===== src/rtl/elevator_dispatcher.sv =====
// Two-car hall-call dispatcher: latches hall calls, offers the lowest unassigned call
// to the better-placed eligible car, and tracks per-floor ownership until served.
module elevator_dispatcher #(
   parameter int unsigned TIMEOUT = 8
) (
   input  logic       clk,
   input  logic       rst,
   input  logic [3:0] hall_req_i,
   input  logic [1:0] car0_floor_i,
   input  logic [1:0] car1_floor_i,
   input  logic       car0_busy_i,
   input  logic       car1_busy_i,
   input  logic       assign_ack0_i,
   input  logic       assign_ack1_i,
   input  logic       done0_i,
   input  logic       done1_i,
   input  logic [1:0] done_floor0_i,
   input  logic [1:0] done_floor1_i,
   output logic       assign_valid0_o,
   output logic       assign_valid1_o,
   output logic [1:0] assign_floor_o,
   output logic [3:0] pending_o,
   output logic [3:0] assigned_o,
   output logic [3:0] owner_o,
   output logic       timeout_pulse_o
);

   localparam logic [7:0] LAST_WAIT = 8'(TIMEOUT - 1);

   typedef enum logic {IDLE, OFFER} state_t;

   state_t     state_q;
   logic [3:0] pending_q, assigned_q, owner_q;
   logic [3:0] pending_d, assigned_d, owner_d;
   logic [7:0] wait_q;
   logic       rr_q, excl_vld_q, excl_car_q, offer_car_q;
   logic       valid0_q, valid1_q, pulse_q;
   logic [1:0] floor_q;

   logic [3:0] free;
   logic       cand_found;
   logic [1:0] cand_floor;
   logic       elig0, elig1, pick_car, ack_hit;
   logic [1:0] dist0, dist1;

   function automatic logic [1:0] floor_dist(input logic [1:0] a, input logic [1:0] b);
      return (a > b) ? (a - b) : (b - a);
   endfunction

   assign free = pending_q & ~assigned_q;

   // Scan downward so the lowest free floor is the last (and final) match.
   always_comb begin
      cand_found = 1'b0;
      cand_floor = 2'd0;
      for (int f = 3; f >= 0; f--) begin
         if (free[f]) begin
            cand_found = 1'b1;
            cand_floor = 2'(f);
         end
      end
   end

   assign elig0 = ~car0_busy_i & ~(excl_vld_q & ~excl_car_q);
   assign elig1 = ~car1_busy_i & ~(excl_vld_q &  excl_car_q);
   assign dist0 = floor_dist(cand_floor, car0_floor_i);
   assign dist1 = floor_dist(cand_floor, car1_floor_i);

   always_comb begin
      if (elig0 && !elig1)      pick_car = 1'b0;
      else if (elig1 && !elig0) pick_car = 1'b1;
      else if (dist0 != dist1)  pick_car = (dist1 < dist0);
      else                      pick_car = rr_q;
   end

   assign ack_hit = (state_q == OFFER) && (offer_car_q ? assign_ack1_i : assign_ack0_i);

   generate
      for (genvar gi = 0; gi < 4; gi++) begin : g_floor
         logic clr0, clr1, accept;
         assign clr0   = done0_i && (done_floor0_i == 2'(gi)) && assigned_q[gi] && !owner_q[gi];
         assign clr1   = done1_i && (done_floor1_i == 2'(gi)) && assigned_q[gi] &&  owner_q[gi];
         assign accept = ack_hit && (floor_q == 2'(gi));
         // A hall call arriving with the clear re-opens the floor as pending but unowned.
         assign pending_d[gi]  = hall_req_i[gi] | (pending_q[gi] & ~(clr0 | clr1));
         assign assigned_d[gi] = accept | (assigned_q[gi] & ~(clr0 | clr1));
         assign owner_d[gi]    = accept ? offer_car_q : owner_q[gi];
      end
   endgenerate

   always_ff @(posedge clk or posedge rst) begin
      if (rst) begin
         state_q     <= IDLE;
         pending_q   <= '0;
         assigned_q  <= '0;
         owner_q     <= '0;
         wait_q      <= '0;
         rr_q        <= 1'b0;
         excl_vld_q  <= 1'b0;
         excl_car_q  <= 1'b0;
         offer_car_q <= 1'b0;
         valid0_q    <= 1'b0;
         valid1_q    <= 1'b0;
         pulse_q     <= 1'b0;
         floor_q     <= '0;
      end else begin
         pending_q  <= pending_d;
         assigned_q <= assigned_d;
         owner_q    <= owner_d;
         pulse_q    <= 1'b0;
         case (state_q)
            IDLE: begin
               if (cand_found && (elig0 || elig1)) begin
                  state_q     <= OFFER;
                  offer_car_q <= pick_car;
                  floor_q     <= cand_floor;
                  valid0_q    <= ~pick_car;
                  valid1_q    <= pick_car;
                  wait_q      <= '0;
                  excl_vld_q  <= 1'b0;
               end else if (!cand_found) begin
                  excl_vld_q <= 1'b0;
               end
            end
            OFFER: begin
               if (ack_hit) begin
                  valid0_q <= 1'b0;
                  valid1_q <= 1'b0;
                  rr_q     <= ~offer_car_q;
                  state_q  <= IDLE;
               end else if (wait_q == LAST_WAIT) begin
                  valid0_q   <= 1'b0;
                  valid1_q   <= 1'b0;
                  pulse_q    <= 1'b1;
                  excl_vld_q <= 1'b1;
                  excl_car_q <= offer_car_q;
                  state_q    <= IDLE;
               end else begin
                  wait_q <= wait_q + 8'd1;
               end
            end
            default: state_q <= IDLE;
         endcase
      end
   end

   assign assign_valid0_o = valid0_q;
   assign assign_valid1_o = valid1_q;
   assign assign_floor_o  = floor_q;
   assign pending_o       = pending_q;
   assign assigned_o      = assigned_q;
   assign owner_o         = owner_q;
   assign timeout_pulse_o = pulse_q;

endmodule

===== config.mk =====
export PLATFORM = sky130hd
export DESIGN_NAME = elevator_dispatcher
export DESIGN_NICKNAME = d
export VERILOG_FILES = /design/src/rtl/elevator_dispatcher.sv
export SDC_FILE = /design/constraint.sdc
export NUM_CORES = 1
export LEC_CHECK = 0
export ABC_AREA = 1
export CAP_MARGIN = 20
export CORE_MARGIN = 4
export CORE_UTILIZATION = 40
export DETAILED_ROUTE_END_ITERATION = 16
export SYNTH_ARGS = -nofsm -noshare
export SYNTH_HDL_FRONTEND = slang
export SYNTH_SLANG_ARGS = --single-unit

===== constraint.sdc =====
create_clock -name clk -period 6.6 [get_ports clk]
set_clock_uncertainty 0.1 [all_clocks]
set_input_delay 0.99 -clock clk [delete_from_list [all_inputs] [get_ports clk]]
set_output_delay 0.99 -clock clk [all_outputs]
set_load 0.02 [all_outputs]

==> key figures, run 1 <==
Run status
  • Run status: finished, final reports clean

Global route
  • Via count of the first global-routing pass: 1624
  • Overall overflow remaining after global route: 0
  • Pin count of the biggest net entering global routing: 31
  • Wire length of the first global-routing pass: 7130 um
  • Initial antenna violation count: 0
  • Global routing usage summed across all routing layers: 0.150

Detailed routing
  • Via/cell ratio: 4.85
  • Antenna-violating nets left: 0
  • Initial detailed-routing violation count: 63
  • Vias post-DR: 1619
  • First drt pass iteration count: 4
  • Total Routed Length: 3890 um
  • DRC violation count after routing: 0
  • Average routed wire per standard cell: 11.7 um

CTS
  • CTS H-tree depth: 2
  • PostCTS Resize Cnt: 0
  • # clock sinks: 30
  • Root Driver: sky130_fd_sc_hd__clkbuf_8
  • Clock latency on the worst-skew pair: 280 ps
  • CTS tree: yes
  • Post-CTS Hold Fix Bufs: 0
  • Longest Clk Path Bufs: 2
  • Clock transition at the registers of the reported paths: 60 ps
  • Post-CTS setup buffer count: 0
  • Clock buffer count from CTS: 5

STA
  • Count of endpoints failing hold in the final timing report: 0
  • Hold slack final: 397 ps
  • Slew at the pin with the worst max-slew slack: 375 ps
  • Final Slew Violations: 0
  • Slew Limit Headroom: 0.748
  • Setup repair after global routing missed its margin: false
  • Tcrit/Tclk final: 0.454
  • Crit path time final: 3000 ps
  • Timing-limited maximum frequency: 334 MHz
  • Final count of negative-setup-slack endpoints: 0
  • Sum Neg Setup Slack: 0 ps

Synth
  • Post-synthesis instance area: 0.00185 mm2
  • Area share of xor/xnor cells in the synthesized design: 0.00948
  • Number of nets produced by synthesis: 269
  • Adder and majority cell fraction of the synthesized area: 0.0758
  • Combinational family with the most area after synthesis: simple AND/OR/NAND/NOR gates
  • Seq/Total Area, Yosys: 0.406
  • Cell variety after synth: 28
  • Mean Syn Cell Area: 7.73 um2
  • Post-Syn Instances: 239
  • Flip-flop and latch count after synthesis: 30
  • Number of warning messages in the yosys log: 0
  • Mux share of post-synthesis cell area: 0
  • Area fraction in and, or, nand and nor cells after synthesis: 0.311
  • Complex-gate fraction of the synthesized area: 0.0934

Floorplanning
  • Die Area: 0.00577 mm2
  • Die Y: 76.0 um
  • # IOs: 37
  • Area of the core: 0.00441 mm2
  • Initial cell density of the core: 0.419
  • Site Rows: 24
  • Die span in x: 76.0 um

Final layout
  • Area occupied by registers: 751 um2
  • Multi-input combinational cell area: 906 um2
  • Relative area change from synthesis to final layout: 28.4%
  • Final #Nets: 311
  • Most frequent standard cell in the layout excluding fill and tap cells: sky130_fd_sc_hd__nand2_1
  • Share of post-route cells with drive strength above 1: 0.0780
  • N_diodes: 0
  • Most frequent cells in the layout: sky130_fd_sc_hd__nand2_1, sky130_fd_sc_hd__inv_1, sky130_fd_sc_hd__clkdlybuf4s50_1, sky130_fd_sc_hd__dfrtp_1, sky130_fd_sc_hd__nand3_1
  • Fillers: 444

Hold path
  • Hold Crit Class: flop to flop

Critical path
  • WP data required: 6680 ps
  • Arrival time of data at the critical path endpoint: 3070 ps
  • Crit start category: input pin
  • CP endpoint kind: flop
  • Critical path class: input pin to flop
  • Highest net fanout along the worst path: 3

Placement
  • Buffers on Ports: 36
  • Gp weighted congestion: 0.766
  • Hpwl dp: 3030 um

Pwr
  • Worst voltage drop across the vdd grid: 0.221 mV
  • Cell Pwr Density: 398 mW/mm2
  • Static leakage: 0.00122 uW

Run
  • Number of maximum-capacitance constraint violations: 0
-- path summary, 6_finish.rpt --
kind	to	depth (start not counted)	slack, ps	from
worst max-delay path	assign_valid0_o	13	3600	car1_floor_i[0]
worst min-delay path	assign_valid1_o	2	400	assign_valid1_o
worst max register to register	assign_valid0_o	16	3740	assigned_o[0]
worst min register to register	assign_valid1_o	2	400	assign_valid1_o
max in group asynchronous	owner_o[3]	3	5130	rst
min in group asynchronous	wait_q[4]	3	990	rst
-- routing by layer --
layer | wire [um] | share of wire | vias up | global-route usage
met1 | 1840 | 0.47 | 727 | 0.195
met3 | 268 | 0.069 | 6 | 0.0496
met5 | 0 | 0 | - | 0
met2 | 1710 | 0.44 | 51 | 0.228
met4 | 68 | 0.017 | 0 | 0.0587
li1 | - | - | 835 | -
-- worst max-delay path, stage by stage --
cell                              delay (ps)
sky130_fd_sc_hd__clkdlybuf4s50_1         500
sky130_fd_sc_hd__ha_1                    150
sky130_fd_sc_hd__inv_1                    50
sky130_fd_sc_hd__fa_1                    470
sky130_fd_sc_hd__nor2_1                   50
sky130_fd_sc_hd__a21oi_1                 140
sky130_fd_sc_hd__ha_1                    280
sky130_fd_sc_hd__a21oi_1                 150
sky130_fd_sc_hd__nand2_1                  60
sky130_fd_sc_hd__nand3_1                  90
sky130_fd_sc_hd__nand2_1                  60
sky130_fd_sc_hd__nand2_1                  50
sky130_fd_sc_hd__nand2_1                  40
-- report_power, final --
| group | switching, uW | total (uW) | internal (uW) |
|---|---|---|---|
| logic | 276 | 486 | 210 |
| clock network | 68.5 | 174 | 105 |
| registers | 47.5 | 285 | 237 |
-- layout make-up --
cell class	instances	area share
multi-input combinational	168	0.382
sequential	30	0.316
timing repair buffer	37	0.155
inverter	39	0.0728
clock buffer	8	0.0464
tap	52	0.0274
-- stage by stage --
stage / utilization / cells / total power (uW) / cell area, um2 / setup WS (ps)
6_report: 0.537 / 334 / 944 / 2370 / 3600
4_1_cts: 0.537 / 334 / 956 / 2370 / 3580
2_1_floorplan: - / 239 / 632 / 1850 / 3870
3_3_place_gp: 0.512 / 326 / 771 / 2260 / 3360
3_5_place_dp: 0.512 / 326 / 779 / 2260 / 3270
5_1_grt: 0.537 / 334 / 1030 / 2370 / 3360
-- synth_stat cells --
library cell / instances / area share
sky130_fd_sc_hd__nand2_1: 75 / 0.15
sky130_fd_sc_hd__nand3b_1: 1 / 0.0041
sky130_fd_sc_hd__fa_1: 2 / 0.022
sky130_fd_sc_hd__nand4_1: 2 / 0.0068
sky130_fd_sc_hd__dfrtp_1: 30 / 0.41
sky130_fd_sc_hd__o31ai_1: 2 / 0.0081
sky130_fd_sc_hd__xor2_1: 1 / 0.0047
sky130_fd_sc_hd__nand2_2: 3 / 0.010
sky130_fd_sc_hd__buf_6: 1 / 0.0061
sky130_fd_sc_hd__inv_2: 1 / 0.0020
sky130_fd_sc_hd__a21oi_4: 1 / 0.0088
sky130_fd_sc_hd__nor3b_1: 2 / 0.0081
sky130_fd_sc_hd__a21boi_0: 1 / 0.0041
sky130_fd_sc_hd__ha_1: 8 / 0.054
sky130_fd_sc_hd__nand2_4: 2 / 0.012
sky130_fd_sc_hd__nor2_1: 11 / 0.022
sky130_fd_sc_hd__bufinv_16: 1 / 0.016
sky130_fd_sc_hd__nor3_1: 3 / 0.0081
sky130_fd_sc_hd__nand3_2: 1 / 0.0054
sky130_fd_sc_hd__o21ai_2: 3 / 0.014
sky130_fd_sc_hd__nor2_4: 1 / 0.0061
sky130_fd_sc_hd__a21oi_1: 5 / 0.014
sky130_fd_sc_hd__o21ai_0: 12 / 0.032
sky130_fd_sc_hd__xnor2_1: 1 / 0.0047
sky130_fd_sc_hd__a21o_1: 3 / 0.012
sky130_fd_sc_hd__inv_1: 37 / 0.075
sky130_fd_sc_hd__nand3_1: 28 / 0.076
sky130_fd_sc_hd__buf_4: 1 / 0.0041
-- flip-flops by register name (all words and copies together) (netlist names) --
name and count:
owner_o 4, rr_q 1, timeout_pulse_o 1, pending_o 4, excl_vld_q 1, offer_car_q 1
excl_car_q 1, state_q 1, wait_q 8, assigned_o 4, assign_valid0_o 1, assign_valid1_o 1
assign_floor_o 2
-- logic make-up after synthesis --
group | count (synthesis)
xor gates and xnor gates | 2
and+or+nand+nor | 129
buffers and inverters | 41
AOI/OAI and AO/OA | 27
adders and majority gates | 10
DFF | 30
No activity file was read; power rests on OpenSTA's default activity.
==> run 2: changes to the inputs <==
PLACE_DENSITY = 0.67   (was unset)
clock period = 2.5 ns   (was 6.6 ns; I/O delays follow)
==> run 2 against run 1 <==
Combinational power rose to 3.5 times the previous value. Register-to-register slack lost 3700 ps. Worst setup slack got worse by 3600 ps. Via count up 4.9%. Total power grew to 3.0 times the previous value. Count of clock-buffer cells in the layout did not move. Critical path type is now flop to flop.
==> key figures, run 2 (synthesis results as in run 1) <==
STA
  • Timing-limited maximum frequency: 402 MHz
  • Slew Limit Headroom: 0.727 (was 0.748)
  • Slew at the pin with the worst max-slew slack: 407 ps (was 375 ps)
  • Hold slack final: 372 ps (was 397 ps)
  • Setup repair after global routing missed its margin: true (was false)
  • Count of endpoints failing hold in the final timing report: 0 (unchanged)
  • Crit path time final: 2490 ps
  • Final count of negative-setup-slack endpoints: 0 (unchanged)
  • Tcrit/Tclk final: 0.994
  • Final Slew Violations: 0 (unchanged)
  • Post-route worst setup slack: 14.1 ps (was 3600 ps)

Final layout
  • Largest register by flop count: wait_q (unchanged)
  • Flip-flop count of the largest register, all copies and words added: 8 (unchanged)
  • Most frequent standard cell in the layout excluding fill and tap cells: sky130_fd_sc_hd__nand2_1 (unchanged)
  • Share of post-route cells with drive strength above 1: 0.201 (was 0.0780)
  • N_diodes: 0 (unchanged)
  • Final #Nets: 323 (was 311)
  • Most frequent cells in the layout: sky130_fd_sc_hd__nand2_1, sky130_fd_sc_hd__clkdlybuf4s50_1, sky130_fd_sc_hd__inv_1, sky130_fd_sc_hd__dfrtp_1, sky130_fd_sc_hd__nand3_1 (was sky130_fd_sc_hd__nand2_1, sky130_fd_sc_hd__inv_1, sky130_fd_sc_hd__clkdlybuf4s50_1, sky130_fd_sc_hd__dfrtp_1, sky130_fd_sc_hd__nand3_1)
  • Non-Filler Cell Area, Final: 0.00254 mm2 (was 0.00237 mm2)
  • Relative area change from synthesis to final layout: 37.6% (was 28.4%)

CTS
  • Clock transition at the registers of the reported paths: 60 ps (about the same)
  • CTS tree: yes (unchanged)
  • Root Driver: sky130_fd_sc_hd__clkbuf_8 (unchanged)
  • Post-CTS Hold Fix Bufs: 0 (unchanged)
  • CTS H-tree depth: 2 (unchanged)
  • # clock sinks: 30 (unchanged)
  • Longest Clk Path Bufs: 2 (unchanged)
  • Clock latency on the worst-skew pair: 280 ps (about the same)
  • Clock buffer count from CTS: 5 (unchanged)

Floorplanning
  • Area of the core: 0.00441 mm2 (unchanged)
  • Site Rows: 24 (unchanged)
  • # IOs: 37 (unchanged)
  • Initial cell density of the core: 0.419 (unchanged)
  • Die Y: 76.0 um (unchanged)
  • Die span in x: 76.0 um (unchanged)
  • Die Area: 0.00577 mm2 (unchanged)

Critical path
  • Crit start category: flop (was input pin)
  • Highest net fanout along the worst path: 3 (unchanged)
  • WP data required: 2570 ps (was 6680 ps)
  • Critical path class: flop to flop (was input pin to flop)
  • Number of cell instances on the worst register-to-register path: 15 (was 16)
  • Reg-to-reg endpoint: assign_valid0_o (unchanged)
  • Crit Reg-Reg Startpoint: assigned_o[3] (was assigned_o[0])
  • CP endpoint kind: flop (unchanged)
  • Worst reg-to-reg setup slack: 10 ps (was 3740 ps)
  • Arrival time of data at the critical path endpoint: 2560 ps (was 3070 ps)

Placement
  • Placement-stage worst setup slack: -127 ps (was 3270 ps)
  • Total cell area at the placement stage: 0.00236 mm2 (was 0.00226 mm2)
  • Gp weighted congestion: 0.779 (was 0.766)
  • Hpwl dp: 3110 um (was 3030 um)
  • Buffers on Ports: 36 (unchanged)

Pwr
  • Relative contribution of sequential cells to total power: 0.266 (was 0.301)
  • Static leakage: 0.00127 uW (was 0.00122 uW)
  • Cell Pwr Density: 1100 mW/mm2 (was 398 mW/mm2)
  • Combinational share of power: 0.604 (was 0.515)
  • Internal Pwr Total: 1620 uW (was 552 uW)
  • Worst voltage drop across the vdd grid: 0.587 mV (was 0.221 mV)
  • Switching share of power: 0.425 (was 0.415)
  • Psw: 1190 uW (was 392 uW)
  • Portion of total power attributed to the clock network: 0.130 (was 0.184)

Detailed routing
  • First drt pass iteration count: 4 (unchanged)
  • Average routed wire per standard cell: 11.9 um (was 11.7 um)
  • Initial detailed-routing violation count: 66 (was 63)
  • Antenna-violating nets left: 0 (unchanged)
  • Via/cell ratio: 4.91 (was 4.85)
  • Vias post-DR: 1699 (was 1619)
  • DRC violation count after routing: 0 (unchanged)
  • Total Routed Length: 4120 um (was 3890 um)

Run
  • Number of maximum-capacitance constraint violations: 0 (unchanged)

Global route
  • Pin count of the biggest net entering global routing: 31 (unchanged)
  • Initial antenna violation count: 0 (unchanged)
  • Via count of the first global-routing pass: 1718 (was 1624)
  • Wire length of the first global-routing pass: 7420 um (was 7130 um)
  • Overall overflow remaining after global route: 0 (unchanged)
  • Global routing usage summed across all routing layers: 0.153 (was 0.150)

Hold path
  • Hold Crit Class: input pin to asynchronous set/reset pin (was flop to flop)

Run status
  • Run status: finished, final reports clean (unchanged)
-- run 2: changes by cell type in the layout (fill, tap and decap cells not counted), moves of 4 or more --
cell / before / now
sky130_fd_sc_hd__nand2_2: 3 / 9
sky130_fd_sc_hd__inv_2: 1 / 6
sky130_fd_sc_hd__buf_4: 1 / 13
sky130_fd_sc_hd__nand2_1: 75 / 69
sky130_fd_sc_hd__ha_1: 8 / 4
sky130_fd_sc_hd__inv_1: 37 / 32
-- run 2: final cells by class --
cell class	instances	area [um2]
fillers	397	1870
multi-input cells	168	1010
flip-flops and latches	30	754
repair buffers	49	458
inverters	39	173
clock buffers	8	80.1
well taps	52	65.1
-- run 2: worst max-delay path by stage --
stage                               start         endpoint  slack (ps)  cells past startpoint
after floorplan             assigned_o[2]  assign_valid0_o         -20                     16
after global placement    car1_floor_i[0]  assign_valid0_o         -70                     13
after detailed placement  car1_floor_i[0]  assign_valid0_o        -130                     13
after CTS                   assigned_o[2]  assign_valid0_o         -30                     17
after global routing        assigned_o[3]  assign_valid0_o         -90                     15
final                       assigned_o[3]  assign_valid0_o          10                     15
-- run 2: timing repair --
item | in CTS | in global routing
hold endpoints to repair | 0 | 0
setup buffers | 1 | 0
resized for setup | 11 | 12
setup endpoints to repair | 3 | 3
pin swaps | 6 | 6
-- run 2: stage by stage --
stage	TNS, ps	instances	total power (uW)	utilization
global placement	-179	337	2140	0.535
floorplan	-15.2	239	1700	-
global route	-252	346	3040	0.576
CTS	-76.7	346	2640	0.564
detailed placement	-318	337	2180	0.535
finish	0	346	2810	0.576
-- run 2: per-layer routing --
layer  GRT usage  wire (um)  vias up
met5           0          0        -
met4      0.0498         45        0
met3      0.0402        223        7
met2       0.265       1960       52
met1       0.184       1900      773
li1            -          -      867
-- run 2: power groups by stage --
| stage | Combinational [uW] | Clock (uW) | Sequential [uW] |
|---|---|---|---|
| floorplan | 850 | 0 | 849 |
| global placement | 1390 | 0 | 752 |
| detailed placement | 1430 | 0 | 753 |
| CTS | 1510 | 379 | 746 |
| global route | 1880 | 401 | 767 |
| finish | 1700 | 366 | 746 |
-- run 2: worst max-delay path, cell delays in order (launching register included) --
cell	delay, ps
sky130_fd_sc_hd__dfrtp_2	400
sky130_fd_sc_hd__inv_2	70
sky130_fd_sc_hd__nand3_2	90
sky130_fd_sc_hd__a21boi_4	140
sky130_fd_sc_hd__inv_2	80
sky130_fd_sc_hd__ha_2	180
sky130_fd_sc_hd__fa_2	540
sky130_fd_sc_hd__nand2_2	60
sky130_fd_sc_hd__o21ai_2	90
sky130_fd_sc_hd__ha_4	240
sky130_fd_sc_hd__a21oi_2	120
sky130_fd_sc_hd__nand2_1	70
sky130_fd_sc_hd__nand3_2	60
sky130_fd_sc_hd__nand2_1	50
sky130_fd_sc_hd__nand2_1	50
sky130_fd_sc_hd__nand2_1	40
